===== config.mk =====
export PLATFORM = sky130hd
export DESIGN_NAME = bloom_filter_csr_ctrl
export DESIGN_NICKNAME = d
export VERILOG_FILES = /design/src/rtl/bloom_filter_csr_ctrl.sv
export SDC_FILE = /design/constraint.sdc
export NUM_CORES = 1
export LEC_CHECK = 0
export ABC_AREA = 1
export CORE_UTILIZATION = 40
export DETAILED_ROUTE_END_ITERATION = 8
export GPL_TIMING_DRIVEN = 0
export PLACE_DENSITY = 0.68
export SYNTH_ARGS = -nofsm -noshare
export SYNTH_HDL_FRONTEND = slang
export SYNTH_SLANG_ARGS = --single-unit

===== constraint.sdc =====
create_clock -name clk_i -period 13.9 [get_ports clk_i]
set_input_delay 2.78 -clock clk_i [delete_from_list [all_inputs] [get_ports clk_i]]
set_output_delay 2.78 -clock clk_i [all_outputs]
set_load 0.02 [all_outputs]

===== src/rtl/bloom_filter_csr_ctrl.sv =====
// Avalon-MM CSR master for the bloom filter: runs LUT clean + enable bring-up,
// then periodically sweeps the clear-on-read match counters into saturating totals.

module bloom_filter_csr_ctrl_acc #(
    parameter int DATA_W  = 32,
    parameter int TOTAL_W = 64
) (
    input  logic               clk_i,
    input  logic               rst_i,
    input  logic               i_clr,
    input  logic               i_add,
    input  logic [DATA_W-1:0]  i_data,
    output logic [TOTAL_W-1:0] o_total
);
    localparam int SUM_W = TOTAL_W + 1;

    logic [TOTAL_W-1:0] r_total;
    logic [TOTAL_W:0]   w_sum;

    // One guard bit catches the carry out; any carry means the total is pinned at max.
    assign w_sum = {1'b0, r_total} + SUM_W'(i_data);

    always_ff @(posedge clk_i or posedge rst_i) begin
        if (rst_i)      r_total <= '0;
        else if (i_clr) r_total <= '0;
        else if (i_add) r_total <= w_sum[TOTAL_W] ? '1 : w_sum[TOTAL_W-1:0];
    end

    assign o_total = r_total;
endmodule

module bloom_filter_csr_ctrl #(
    parameter int AMM_CSR_ADDR_W      = 8,
    parameter int AMM_CSR_DATA_W      = 32,
    parameter int MATCH_CNT_CNT       = 4,
    parameter int EN_ADDR             = 0,
    parameter int HASH_LUT_CLEAN_ADDR = 1,
    parameter int MATCH_CNT_BASE      = 2,
    parameter int POLL_PERIOD         = 1024,
    parameter int CLEAN_TIMEOUT       = 4096,
    parameter int TOTAL_W             = 64
) (
    input  logic                                   clk_i,
    input  logic                                   rst_i,
    input  logic                                   start_i,
    input  logic                                   stop_i,
    output logic [AMM_CSR_ADDR_W-1:0]              amm_master_csr_address_o,
    output logic                                   amm_master_csr_read_o,
    input  logic [AMM_CSR_DATA_W-1:0]              amm_master_csr_readdata_i,
    output logic                                   amm_master_csr_write_o,
    output logic [AMM_CSR_DATA_W-1:0]              amm_master_csr_writedata_o,
    output logic                                   busy_o,
    output logic                                   running_o,
    output logic                                   error_o,
    output logic [MATCH_CNT_CNT-1:0][TOTAL_W-1:0]  totals_o,
    output logic                                   totals_valid_o
);
    localparam int TMR_W = (POLL_PERIOD > 1) ? $clog2(POLL_PERIOD + 1) : 1;
    localparam int CNT_W = $clog2(CLEAN_TIMEOUT + 1);
    localparam int IDX_W = (MATCH_CNT_CNT > 1) ? $clog2(MATCH_CNT_CNT) : 1;

    localparam logic [TMR_W-1:0] TMR_LOAD = TMR_W'(POLL_PERIOD - 1);
    localparam logic [CNT_W-1:0] CNT_MAX  = CNT_W'(CLEAN_TIMEOUT);
    localparam logic [IDX_W-1:0] IDX_LAST = IDX_W'(MATCH_CNT_CNT - 1);

    typedef enum logic [3:0] {
        S_IDLE, S_CLR_WR, S_CLR_RD, S_CLR_CHK, S_EN_WR,
        S_RUN, S_ST_RD, S_ST_CAP, S_DIS_WR
    } state_t;

    state_t             r_state, w_next;
    logic [TMR_W-1:0]   r_timer;
    logic [CNT_W-1:0]   r_cnt;
    logic [IDX_W-1:0]   r_idx;
    logic               r_stop_pend;
    logic               r_running;
    logic               r_error;
    logic               r_totals_valid;

    logic               w_start;
    logic               w_clean_busy;
    logic               w_cap;
    logic [MATCH_CNT_CNT-1:0] w_add;

    assign w_start      = (r_state == S_IDLE) && start_i;
    assign w_clean_busy = amm_master_csr_readdata_i[0];
    assign w_cap        = (r_state == S_ST_CAP);

    always_ff @(posedge clk_i or posedge rst_i) begin
        if (rst_i) r_state <= S_IDLE;
        else       r_state <= w_next;
    end

    always_comb begin
        w_next = r_state;
        case (r_state)
            S_IDLE:    if (start_i) w_next = S_CLR_WR;
            S_CLR_WR:  w_next = S_CLR_RD;
            S_CLR_RD:  w_next = S_CLR_CHK;
            S_CLR_CHK: begin
                if (!w_clean_busy)         w_next = S_EN_WR;
                else if (r_cnt >= CNT_MAX) w_next = S_IDLE;
                else                       w_next = S_CLR_RD;
            end
            S_EN_WR:   w_next = S_RUN;
            // A pending stop is only honoured here, so a sweep never loses a counter.
            S_RUN: begin
                if (r_stop_pend)        w_next = S_DIS_WR;
                else if (r_timer == '0) w_next = S_ST_RD;
            end
            S_ST_RD:   w_next = S_ST_CAP;
            S_ST_CAP:  w_next = (r_idx == IDX_LAST) ? S_RUN : S_ST_RD;
            S_DIS_WR:  w_next = S_IDLE;
            default:   w_next = S_IDLE;
        endcase
    end

    always_comb begin
        amm_master_csr_address_o   = '0;
        amm_master_csr_read_o      = 1'b0;
        amm_master_csr_write_o     = 1'b0;
        amm_master_csr_writedata_o = '0;
        case (r_state)
            S_CLR_WR: begin
                amm_master_csr_address_o   = AMM_CSR_ADDR_W'(HASH_LUT_CLEAN_ADDR);
                amm_master_csr_write_o     = 1'b1;
                amm_master_csr_writedata_o = AMM_CSR_DATA_W'(1);
            end
            S_CLR_RD: begin
                amm_master_csr_address_o = AMM_CSR_ADDR_W'(HASH_LUT_CLEAN_ADDR);
                amm_master_csr_read_o    = 1'b1;
            end
            S_EN_WR: begin
                amm_master_csr_address_o   = AMM_CSR_ADDR_W'(EN_ADDR);
                amm_master_csr_write_o     = 1'b1;
                amm_master_csr_writedata_o = AMM_CSR_DATA_W'(1);
            end
            S_ST_RD: begin
                amm_master_csr_address_o = AMM_CSR_ADDR_W'(MATCH_CNT_BASE) + AMM_CSR_ADDR_W'(r_idx);
                amm_master_csr_read_o    = 1'b1;
            end
            S_DIS_WR: begin
                amm_master_csr_address_o = AMM_CSR_ADDR_W'(EN_ADDR);
                amm_master_csr_write_o   = 1'b1;
            end
            default: ;
        endcase
    end

    always_ff @(posedge clk_i or posedge rst_i) begin
        if (rst_i) begin
            r_timer        <= '0;
            r_cnt          <= '0;
            r_idx          <= '0;
            r_stop_pend    <= 1'b0;
            r_running      <= 1'b0;
            r_error        <= 1'b0;
            r_totals_valid <= 1'b0;
        end else begin
            r_totals_valid <= 1'b0;
            case (r_state)
                S_IDLE: begin
                    r_stop_pend <= 1'b0;
                    if (start_i) begin
                        r_error <= 1'b0;
                        r_cnt   <= '0;
                    end
                end
                S_CLR_RD:  r_cnt <= r_cnt + CNT_W'(1);
                S_CLR_CHK: if (w_clean_busy && (r_cnt >= CNT_MAX)) r_error <= 1'b1;
                S_EN_WR: begin
                    r_running <= 1'b1;
                    r_timer   <= TMR_LOAD;
                end
                S_RUN: begin
                    if (r_timer != '0) r_timer <= r_timer - TMR_W'(1);
                    r_idx <= '0;
                end
                S_ST_CAP: begin
                    if (r_idx == IDX_LAST) begin
                        r_totals_valid <= 1'b1;
                        r_timer        <= TMR_LOAD;
                    end else begin
                        r_idx <= r_idx + IDX_W'(1);
                    end
                end
                S_DIS_WR: begin
                    r_running   <= 1'b0;
                    r_stop_pend <= 1'b0;
                end
                default: ;
            endcase
            if (stop_i && (r_state != S_IDLE) && (r_state != S_DIS_WR))
                r_stop_pend <= 1'b1;
        end
    end

    for (genvar g = 0; g < MATCH_CNT_CNT; g++) begin : g_acc
        assign w_add[g] = w_cap && (r_idx == IDX_W'(g));

        bloom_filter_csr_ctrl_acc #(
            .DATA_W  (AMM_CSR_DATA_W),
            .TOTAL_W (TOTAL_W)
        ) u_acc (
            .clk_i   (clk_i),
            .rst_i   (rst_i),
            .i_clr   (w_start),
            .i_add   (w_add[g]),
            .i_data  (amm_master_csr_readdata_i),
            .o_total (totals_o[g])
        );
    end

    assign busy_o         = (r_state != S_IDLE);
    assign running_o      = r_running;
    assign error_o        = r_error;
    assign totals_valid_o = r_totals_valid;
endmodule


==> results of run 1 <==
==> power by group through the flow <==
stage | sequential [mW] | combinational, mW | clock [mW]
3_3_place_gp | 1.08 | 1.66 | 0
2_1_floorplan | 1.13 | 1.01 | 0
5_1_grt | 1.08 | 1.87 | 1.06
6_report | 1.07 | 1.69 | 1.01
4_1_cts | 1.06 | 1.68 | 1.04
3_5_place_dp | 1.08 | 1.67 | 0
==> metal layers <==
metal  wire length, um  part of all wire [%]  global-route usage (%)
met4              3360                   3.0                    9.03
met1             50800                    46                    41.2
met2             47900                    43                    47.5
met3              8590                   7.8                    5.01
met5                19                 0.017                       0
==> Yosys cell counts, types with 2 or more instances <==
library cell | number | share of area [%]
a21o_1 | 5 | 0.13
a21oi_1 | 104 | 1.8
a21oi_2 | 2 | 0.061
a31oi_1 | 3 | 0.065
and2_1 | 8 | 0.17
and3_1 | 4 | 0.087
buf_1 | 2 | 0.026
buf_2 | 16 | 0.28
buf_4 | 39 | 1.0
buf_6 | 19 | 0.75
clkbuf_1 | 34 | 0.44
clkinv_1 | 4 | 0.052
dfrtp_1 | 290 | 25
fa_1 | 4 | 0.28
ha_1 | 134 | 5.8
inv_1 | 838 | 11
inv_2 | 10 | 0.13
mux2i_1 | 2 | 0.070
nand2_1 | 2337 | 31
nand2_2 | 13 | 0.28
nand2_4 | 4 | 0.16
nand3_1 | 359 | 6.3
nand3_2 | 35 | 1.2
nand3b_1 | 3 | 0.078
nand4_1 | 56 | 1.2
nor2_1 | 360 | 4.7
nor2_2 | 19 | 0.41
nor3_1 | 69 | 1.2
nor3_2 | 4 | 0.14
nor3_4 | 2 | 0.11
nor4_1 | 6 | 0.13
o211ai_1 | 5 | 0.13
o21ai_0 | 70 | 1.2
o21ai_1 | 5 | 0.087
o21ai_2 | 5 | 0.15
o21bai_1 | 17 | 0.44
o31ai_1 | 2 | 0.052
xnor2_1 | 88 | 2.7
xor2_1 | 31 | 0.95
==> how the worst max path moves through the flow <==
stage	start	endpoint	slack, ns
after floorplan	rst_i	error_o$_DFFE_PP0P_	3.11
after global placement	rst_i	g_acc[1].u_acc.o_total[49]$_DFFE_PP0P_	-1.23
after detailed placement	amm_master_csr_readdata_i[0]	g_acc[0].u_acc.o_total[19]$_DFFE_PP0P_	7.37
after CTS	amm_master_csr_readdata_i[0]	g_acc[0].u_acc.o_total[19]$_DFFE_PP0P_	7.96
after global routing	amm_master_csr_readdata_i[0]	g_acc[0].u_acc.o_total[59]$_DFFE_PP0P_	7.78
final	amm_master_csr_readdata_i[0]	g_acc[0].u_acc.o_total[19]$_DFFE_PP0P_	7.94
==> worst register-to-register path, delay by kind of cell, from the launching register on <==
| kind | cells | cell delay, ns |
|---|---|---|
| and+or+nand+nor | 11 | 1.37 |
| adders and majority gates | 2 | 0.70 |
| AOI/OAI and AO/OA | 1 | 0.13 |
| buffers and inverters | 1 | 0.18 |
| DFF | 1 | 0.40 |
==> flip-flops by register name, summed over array words and instances (netlist names) <==
register and cells:
g_acc.u_acc.o_total 256, r_state 4, error_o 1, r_cnt 13
running_o 1, r_idx 2, r_stop_pend 1, r_timer 11
totals_valid_o 1
==> final cells by class <==
| class | count | area [um2] | area share [%] |
|---|---|---|---|
| Sequential cell | 290 | 7260 | 21.1 |
| Buffer | 111 | 742 | 2.16 |
| Clock buffer | 56 | 1120 | 3.26 |
| Timing Repair Buffer | 303 | 3070 | 8.94 |
| Multi-Input combinational cell | 3801 | 17600 | 51.4 |
| Tap cell | 940 | 1180 | 3.43 |
| Inverter | 852 | 3210 | 9.34 |
| Clock inverter | 10 | 108 | 0.314 |
==> logic make-up after synthesis <==
family                     count (synthesis)  share of synthesized area (%)
and+or+nand+nor                         3283                           46.9
buffers and inverters                    963                           13.7
DFF                                      290                           25.3
AOI/OAI and AO/OA                        223                           4.30
adders and majority gates                138                           6.12
xor gates and xnor gates                 119                           3.63
muxes                                      2                         0.0697
other                                      1                         0.0131
==> key figures, run 1 <==
CTS
  – Root Buffer: clkbuf_16
  – Reg clk slew, reported paths: 0.06 ns
  – Worst skew pair latency: 0.59 ns
  – Clk sinks: 290
  – CTS tree: yes
  – Post-cts resize count: 0
  – Post-CTS Setup Inserts: 0
  – CTS max path bufs: 3
  – Clock buffer count from CTS: 38
  – Hold Buf Count CTS: 0
  – H-tree levels: 2

Die
  – Die Width: 270 um
  – Full die area: 72900 um2
  – Ports: 338
  – Chip Height: 270 um
  – Core area: 70500 um2
  – Initial Utilization: 40.7%
  – Row Count: 97

Placed design
  – Area after DPL: 33100 um2
  – Place WS: 7.37 ns
  – Gpl congestion: 1.01
  – Port buffer count: 301
  – Hpwl dp: 87.9 mm
  – Cells after DPL: 6297

STA
  – Post-route minimum period: 5.96 ns
  – Fmax: 168 MHz
  – TNS Setup: 0 ns
  – Setup WS post-layout: 7.94 ns
  – Final Hold Vio Count: 0
  – Max Transition Viols Final: 0
  – Final setup viols: 0
  – Hold_ws: 0.465 ns
  – Slew headroom: 29.7%
  – Worst Tran Pin Value: 1.05 ns
  – Final worst-path cycle share: 42.9%
  – Final Skew: 0.0330 ns
  – RSZ-0062 raised after global routing: no

Cells and area
  – Post-Route Utilization: 48.7%
  – Post-route insts no fill: 6363
  – Layout Nets: 5571
  – Commonest cells after routing, fill and taps aside: nand2_1, inv_1, nor2_1
  – Commonest non-fill, non-tap cell in the layout: nand2_1
  – Share of layout cells above drive strength 1: 4.26%
  – Ant diodes: 0
  – Filler cell count: 7575
  – Synthesis-to-layout area growth: 19.5%
  – Finished layout cell area: 34300 um2

Critical path
  – Crit start category: primary input
  – Crit. End Element: flip-flop
  – Largest delay share family, worst path: simple AND/OR/NAND/NOR gates
  – Max incr delay on CP: 0.96 ns
  – Crit Path Max Fanout: 10
  – CP dominant cell by count: nand2_1
  – Cell chain of the critical path: clkdlybuf4s50_1 -> ha_1 -> fa_1 -> nand3_1 -> nand3_2 -> nand2_1 -> nand3_1 -> nand3_1 -> nand2_1 -> nand2_1 -> nand2_4 -> nand2_4 -> buf_6 -> o21ai_1 -> nand2_1 -> nand2_1
  – Reg2Reg Depth: 15
  – Worst EP arrival: 6.44 ns
  – Critical path class: in -> reg
  – R2r startpoint: g_acc[0].u_acc.o_total[0]$_DFFE_PP0P_
  – Reg2Reg Setup Slack: 11.03 ns
  – Worst Path Required: 14.37 ns
  – Critical Path Stages: 16
  – Worst Path Buf+Inv: 2
  – Slowest CP cell: clkdlybuf4s50_1
  – Crit Reg-Reg Endpoint: g_acc[0].u_acc.o_total[19]$_DFFE_PP0P_

Hold path
  – Hold Path Depth: 1
  – WHS Endpoint: r_cnt[11]$_DFFE_PP0P_
  – Hold Crit Class: reg -> reg
  – Hold Crit Start: r_cnt[11]$_DFFE_PP0P_

Pwr
  – Power, Total: 3.77 mW
  – P_sw: 1.64 mW
  – Max IR drop VDD: 108 uV
  – Net Sw Frac: 43.6%
  – Power per cell area: 110 nW/um2
  – Clock power frac: 26.8%
  – Sequential power share: 28.3%
  – Static leakage: 19.7 nW
  – P_int: 2.12 mW
  – Comb power frac: 44.9%

Global route
  – Initial antenna violation count: 3
  – GRT overflow: 0
  – Largest net degree at the start of global routing: 117
  – Vias in the first global route: 29.0k
  – First-pass GRT wire length: 168 mm
  – Gr usage total: 29.9%

Detailed routing
  – Via count: 31.1k
  – Antenna Nets Post-Route: 0
  – DRT Pass-1 Iters: 5
  – Drc violations: 0
  – Drt first-iter violations: 2528
  – Routed WL: 111 mm
  – DR vias/cell: 4.89
  – Wire per inst: 17.4 um

Synth
  – Cells after Synth: 5019
  – Synthesized flop and latch total: 290
  – Post-Syn Area per Cell: 5.72 um2
  – Post-Syn Area: 28700 um2
  – Seq/Total Area, Yosys: 25.3%
  – Main synth FF type: dfrtp_1
  – Async S/R FF share, synth: 100%
  – Netlist cell types: 50
  – Yosys warns: 0
  – EDFF count, synth: 0

Run
  – Maximum capacitance violations: 0

Status
  – Outcome: finished clean
Note: power is estimated with default switching activity, not from simulation.
==> run 2, diff against run 1 <==
clock period = 5.9 ns   (was 13.9 ns; I/O delays follow)
==> key figures, run 2 (synthesized netlist as in run 1, its figures left out) <==
Pwr
  – P_int: 5.02 mW (was 2.12 mW)
  – P_sw: 3.89 mW (was 1.64 mW)
  – Power, Total: 8.91 mW (was 3.77 mW)
  – Sequential power share: 28.1% (was 28.3%)
  – Power per cell area: 259 nW/um2 (was 110 nW/um2)
  – Comb power frac: 44.9% (about the same)
  – Max IR drop VDD: 235 uV (was 108 uV)
  – Net Sw Frac: 43.7% (was 43.6%)
  – Clock power frac: 26.9% (was 26.8%)
  – Static leakage: 19.7 nW (about the same)

STA
  – Fmax: 226 MHz
  – Final setup viols: 0 (unchanged)
  – Final worst-path cycle share: 74.9%
  – RSZ-0062 raised after global routing: no (unchanged)
  – Slew headroom: 26.2% (was 29.7%)
  – Setup WS post-layout: 1.48 ns (was 7.94 ns)
  – Post-route minimum period: 4.42 ns
  – Max Transition Viols Final: 0 (unchanged)
  – Final Hold Vio Count: 0 (unchanged)
  – TNS Setup: 0 ns (unchanged)
  – Final Skew: 0.0262 ns (was 0.0330 ns)
  – Worst Tran Pin Value: 1.10 ns (was 1.05 ns)

Critical path
  – Max incr delay on CP: 1.01 ns (was 0.96 ns)
  – Worst Path Buf+Inv: 2 (unchanged)
  – Crit start category: primary input (unchanged)
  – Crit Path Max Fanout: 10 (unchanged)
  – Worst EP arrival: 4.89 ns (was 6.44 ns)
  – CP dominant cell by count: nand2_1 (unchanged)
  – Largest delay share family, worst path: simple AND/OR/NAND/NOR gates (unchanged)
  – Slowest CP cell: clkdlybuf4s50_1 (unchanged)
  – Critical path class: in -> reg (unchanged)
  – Cell chain of the critical path: clkdlybuf4s50_1 -> ha_1 -> fa_1 -> nand3_1 -> nand3_2 -> nand2_1 -> nand3_1 -> nand3_1 -> nand2_1 -> nand2_1 -> nand2_4 -> nand2_4 -> buf_6 -> nand3_1 -> nand2_1 -> nand2_1 (was clkdlybuf4s50_1 -> ha_1 -> fa_1 -> nand3_1 -> nand3_2 -> nand2_1 -> nand3_1 -> nand3_1 -> nand2_1 -> nand2_1 -> nand2_4 -> nand2_4 -> buf_6 -> o21ai_1 -> nand2_1 -> nand2_1)
  – Crit. End Element: flip-flop (unchanged)
  – Worst Path Required: 6.37 ns (was 14.37 ns)

Run
  – Maximum capacitance violations: 0 (unchanged)

Cells and area
  – Commonest cells after routing, fill and taps aside: nand2_1, inv_1, nor2_1 (unchanged)
  – Ant diodes: 0 (unchanged)
  – Area occupied by registers: 7260 um2 (unchanged)
  – Share of layout cells above drive strength 1: 4.38% (was 4.26%)
  – Max reg flops: 256 (unchanged)
  – Layout Nets: 5575 (was 5571)
  – Post-Route Utilization: 48.8% (was 48.7%)
  – Filler cell count: 7539 (was 7575)
  – Footprint of the multi-input gates: 17600 um2 (unchanged)
  – Post-route insts no fill: 6369 (was 6363)
  – Commonest non-fill, non-tap cell in the layout: nand2_1 (unchanged)
  – Synthesis-to-layout area growth: 19.9% (was 19.5%)

CTS
  – H-tree levels: 2 (unchanged)
  – Post-CTS Setup Inserts: 0 (unchanged)
  – CTS tree: yes (unchanged)
  – Clock buffer count from CTS: 37 (was 38)
  – Clk sinks: 290 (unchanged)
  – Hold Buf Count CTS: 0 (unchanged)
  – CTS max path bufs: 3 (unchanged)
  – Root Buffer: clkbuf_16 (unchanged)
  – Worst skew pair latency: 0.59 ns (about the same)
  – Reg clk slew, reported paths: 0.06 ns (about the same)
  – Post-cts resize count: 0 (unchanged)

Placed design
  – Port buffer count: 301 (unchanged)
  – Place WS: 0.995 ns (was 7.37 ns)
  – Hpwl dp: 88.8 mm (was 87.9 mm)
  – Cells after DPL: 6302 (was 6297)
  – Gpl congestion: 0.982 (was 1.01)

Detailed routing
  – Via count: 31.4k (was 31.1k)
  – Drt first-iter violations: 2315 (was 2528)
  – Wire per inst: 17.4 um (about the same)
  – Drc violations: 0 (unchanged)
  – Antenna Nets Post-Route: 0 (unchanged)
  – DR vias/cell: 4.92 (was 4.89)
  – Routed WL: 111 mm (about the same)
  – DRT Pass-1 Iters: 6 (was 5)

Status
  – Outcome: finished clean (unchanged)

Global route
  – Largest net degree at the start of global routing: 43 (was 117)
  – Gr usage total: 30.1% (was 29.9%)
  – First-pass GRT wire length: 169 mm (was 168 mm)
  – Vias in the first global route: 29.2k (was 29.0k)
  – Initial antenna violation count: 1 (was 3)
  – GRT overflow: 0 (unchanged)

Die
  – Initial Utilization: 40.7% (unchanged)
  – Chip Height: 270 um (unchanged)
  – Core area: 70500 um2 (unchanged)
  – Ports: 338 (unchanged)
  – Full die area: 72900 um2 (unchanged)
  – Die Width: 270 um (unchanged)
  – Row Count: 97 (unchanged)

Hold path
  – Hold Crit Class: reg -> reg (unchanged)
[run 2: worst paths after layout]
check / startpoint / end / slack (ns) / depth (start not counted)
min in group asynchronous: rst_i / g_acc[2].u_acc.o_total[48]$_DFFE_PP0P_ / 1.07 / 2
max reg2reg: g_acc[0].u_acc.o_total[0]$_DFFE_PP0P_ / g_acc[0].u_acc.o_total[42]$_DFFE_PP0P_ / 3.04 / 15
min: r_cnt[11]$_DFFE_PP0P_ / r_cnt[11]$_DFFE_PP0P_ / 0.46 / 1
min reg2reg: r_cnt[11]$_DFFE_PP0P_ / r_cnt[11]$_DFFE_PP0P_ / 0.46 / 1
max in group asynchronous: rst_i / r_state[1]$_DFFE_PP0P_ / 3.56 / 5
max: amm_master_csr_readdata_i[0] / g_acc[0].u_acc.o_total[42]$_DFFE_PP0P_ / 1.48 / 16
[run 2: power by group through the flow]
stage	sequential, mW	clock [mW]	combinational, mW
3_5_place_dp	2.53	0	3.95
2_1_floorplan	2.66	0	2.39
3_3_place_gp	2.53	0	3.92
4_1_cts	2.50	2.46	3.98
5_1_grt	2.53	2.52	4.44
6_report	2.51	2.40	4.01
[run 2: stage by stage]
step / instance area [um2] / hold WS [ns]
global route: 34400 / 0.495
floorplan: 28800 / 0.433
global placement: 33000 / 0.444
detailed placement: 33200 / 0.451
CTS: 34400 / 0.459
finish: 34400 / 0.459
[run 2: routing by layer]
metal | GRT usage (%) | routed length (um)
met1 | 40.8 | 49900
met2 | 45.9 | 46500
met3 | 6.93 | 9620
met4 | 12.3 | 4800
met5 | 0.329 | 31
[run 2: layout make-up]
class | count | area share, %
timing repair buffer | 308 | 9.16
tap | 940 | 3.42
buffer | 111 | 2.16
clock buffer | 56 | 3.28
multi-input combinational | 3801 | 51.3
inverter | 852 | 9.30
sequential | 290 | 21.1
clock inverter | 11 | 0.327
==> run 3, diff against run 2 <==
PLACE_DENSITY = 0.71   (was 0.68)
clock period = 4 ns   (was 5.9 ns; I/O delays follow)
==> key figures, run 3 (synthesized netlist as in run 1, its figures left out) <==
Global route
  – Largest net degree at the start of global routing: 40 (was 43)
  – Vias in the first global route: 29.4k (was 29.2k)
  – First-pass GRT wire length: 168 mm (was 169 mm)
  – GRT overflow: 0 (unchanged)
  – Initial antenna violation count: 4 (was 1)
  – Gr usage total: 29.7% (was 30.1%)

Detailed routing
  – DR vias/cell: 4.94 (was 4.92)
  – Drc violations: 0 (unchanged)
  – Routed WL: 110 mm (was 111 mm)
  – Antenna Nets Post-Route: 0 (unchanged)
  – Via count: 31.4k (about the same)
  – DRT Pass-1 Iters: 6 (unchanged)
  – Wire per inst: 17.2 um (was 17.4 um)
  – Drt first-iter violations: 2588 (was 2315)

STA
  – Final Skew: 0.0339 ns (was 0.0262 ns)
  – Setup WS post-layout: 0.301 ns (was 1.48 ns)
  – RSZ-0062 raised after global routing: no (unchanged)
  – Post-route minimum period: 3.70 ns
  – Final Hold Vio Count: 0 (unchanged)
  – Final setup viols: 0 (unchanged)
  – Worst Tran Pin Value: 1.07 ns (was 1.10 ns)
  – Max Transition Viols Final: 0 (unchanged)
  – Fmax: 270 MHz
  – Final worst-path cycle share: 92.5%
  – Slew headroom: 28.4% (was 26.2%)

Pwr
  – Power per cell area: 384 nW/um2 (was 259 nW/um2)
  – Static leakage: 19.8 nW (was 19.7 nW)
  – P_int: 7.54 mW (was 5.02 mW)
  – Clock power frac: 27.8% (was 26.9%)
  – Sequential power share: 27.8% (was 28.1%)
  – Comb power frac: 44.4% (was 44.9%)
  – P_sw: 5.72 mW (was 3.89 mW)
  – Net Sw Frac: 43.1% (was 43.7%)
  – Max IR drop VDD: 460 uV (was 235 uV)

Die
  – Ports: 338 (unchanged)
  – Full die area: 72900 um2 (unchanged)
  – Die Width: 270 um (unchanged)
  – Chip Height: 270 um (unchanged)
  – Row Count: 97 (unchanged)
  – Core area: 70500 um2 (unchanged)
  – Initial Utilization: 40.7% (unchanged)

CTS
  – Worst skew pair latency: 0.59 ns (about the same)
  – Hold Buf Count CTS: 0 (unchanged)
  – H-tree levels: 2 (unchanged)
  – Clk sinks: 290 (unchanged)
  – Reg clk slew, reported paths: 0.06 ns (about the same)
  – CTS max path bufs: 3 (unchanged)
  – CTS tree: yes (unchanged)
  – Root Buffer: clkbuf_16 (unchanged)
  – Clock buffer count from CTS: 39 (was 37)

Critical path
  – Critical path class: in -> reg (unchanged)
  – Crit start category: primary input (unchanged)
  – Cell chain of the critical path: clkdlybuf4s50_1 -> fa_1 -> nand3_1 -> nand3_2 -> nand2_1 -> nand3_1 -> nand3_1 -> nand2_1 -> nand2_1 -> nand2_4 -> nand2_4 -> buf_6 -> o21ai_1 -> nand2_1 -> nand2_1 (was clkdlybuf4s50_1 -> ha_1 -> fa_1 -> nand3_1 -> nand3_2 -> nand2_1 -> nand3_1 -> nand3_1 -> nand2_1 -> nand2_1 -> nand2_4 -> nand2_4 -> buf_6 -> nand3_1 -> nand2_1 -> nand2_1)
  – Worst Path Required: 4.45 ns (was 6.37 ns)
  – CP dominant cell by count: nand2_1 (unchanged)
  – Worst Path Buf+Inv: 2 (unchanged)
  – Largest delay share family, worst path: simple AND/OR/NAND/NOR gates (unchanged)
  – Crit Path Max Fanout: 10 (unchanged)
  – Crit. End Element: flip-flop (unchanged)
  – Worst EP arrival: 4.15 ns (was 4.89 ns)
  – Max incr delay on CP: 0.99 ns (was 1.01 ns)
  – Slowest CP cell: clkdlybuf4s50_1 (unchanged)

Cells and area
  – Footprint of the multi-input gates: 17600 um2 (unchanged)
  – Post-route insts no fill: 6372 (was 6369)
  – Ant diodes: 0 (unchanged)
  – Commonest non-fill, non-tap cell in the layout: nand2_1 (unchanged)
  – Layout Nets: 5578 (was 5575)
  – Share of layout cells above drive strength 1: 4.42% (was 4.38%)
  – Max reg flops: 256 (unchanged)
  – Commonest cells after routing, fill and taps aside: nand2_1, inv_1, nor2_1 (unchanged)
  – Synthesis-to-layout area growth: 20.2% (was 19.9%)
  – Area occupied by registers: 7260 um2 (unchanged)
  – Filler cell count: 7429 (was 7539)

Placed design
  – Cells after DPL: 6303 (was 6302)
  – Place WS: -0.495 ns (was 0.995 ns)
  – Hpwl dp: 87.7 mm (was 88.8 mm)
  – Port buffer count: 301 (unchanged)
  – Gpl congestion: 0.995 (was 0.982)

Hold path
  – Hold Crit Class: reg -> reg (unchanged)

Run
  – Maximum capacitance violations: 0 (unchanged)

Status
  – Outcome: finished clean (unchanged)
[run 3: worst register-to-register path, delay by kind of cell, from the launching register on]
kind / cells / cell delay (ns)
AOI/OAI and AO/OA: 1 / 0.12
and+or+nand+nor: 11 / 1.30
buffers and inverters: 1 / 0.18
adders and majority gates: 2 / 0.71
DFF: 1 / 0.40
[run 3: area by class of cell]
type | count | share of cell area [%]
Timing Repair Buffer | 309 | 9.20
Buffer | 111 | 2.15
Inverter | 852 | 9.28
Clock inverter | 11 | 0.399
Sequential cell | 290 | 21.0
Multi-Input combinational cell | 3801 | 51.1
Clock buffer | 58 | 3.39
Tap cell | 940 | 3.41
[run 3: power by group through the flow]
stage / Sequential (mW) / Combinational, mW / Clock [mW]
floorplan: 3.92 / 3.52 / 0
global placement: 3.72 / 5.75 / 0
detailed placement: 3.73 / 5.81 / 0
CTS: 3.68 / 5.85 / 3.77
global route: 3.73 / 6.53 / 3.88
finish: 3.69 / 5.89 / 3.68
[run 3: stage by stage]
step | area, um2 | setup TNS, ns | utilization (%) | hold slack (ns) | power (mW)
3_5_place_dp | 33200 | -85.62 | 47.1 | 0.453 | 9.54
3_3_place_gp | 33000 | -992.82 | 46.8 | 0.446 | 9.46
6_report | 34500 | 0 | 48.9 | 0.462 | 13.3
2_1_floorplan | 28800 | -187.68 | - | 0.433 | 7.44
5_1_grt | 34500 | 0 | 48.9 | 0.471 | 14.1
4_1_cts | 34500 | 0 | 48.9 | 0.461 | 13.3
[run 3: repair_timing]
item | CTS | global route
setup endpoints to repair | 0 | 12
buffers inserted | 0 | 0
resized for setup | 0 | 1
[run 3: path summary, 6_finish.rpt]
check	slack [ns]	to	depth (start not counted)	start
setup / recovery	0.30	g_acc[0].u_acc.o_total[19]$_DFFE_PP0P_	15	amm_master_csr_readdata_i[1]
hold / removal	0.46	r_cnt[11]$_DFFE_PP0P_	1	r_cnt[11]$_DFFE_PP0P_
setup reg to reg	1.17	g_acc[0].u_acc.o_total[19]$_DFFE_PP0P_	15	g_acc[0].u_acc.o_total[0]$_DFFE_PP0P_
hold reg to reg	0.46	r_cnt[11]$_DFFE_PP0P_	1	r_cnt[11]$_DFFE_PP0P_
max in group asynchronous	2.07	g_acc[0].u_acc.o_total[62]$_DFFE_PP0P_	6	rst_i
min in group asynchronous	0.58	g_acc[2].u_acc.o_total[39]$_DFFE_PP0P_	2	rst_i
[run 3: layer usage]
layer | part of all wire, % | vias up | wire, um | track usage, %
li1 | - | 16000 | - | -
met1 | 44 | 14200 | 48100 | 39.4
met2 | 44 | 1064 | 47900 | 47.0
met3 | 8.2 | 195 | 8980 | 5.89
met4 | 4.3 | 2 | 4720 | 12.1
met5 | 0.011 | - | 12 | 0
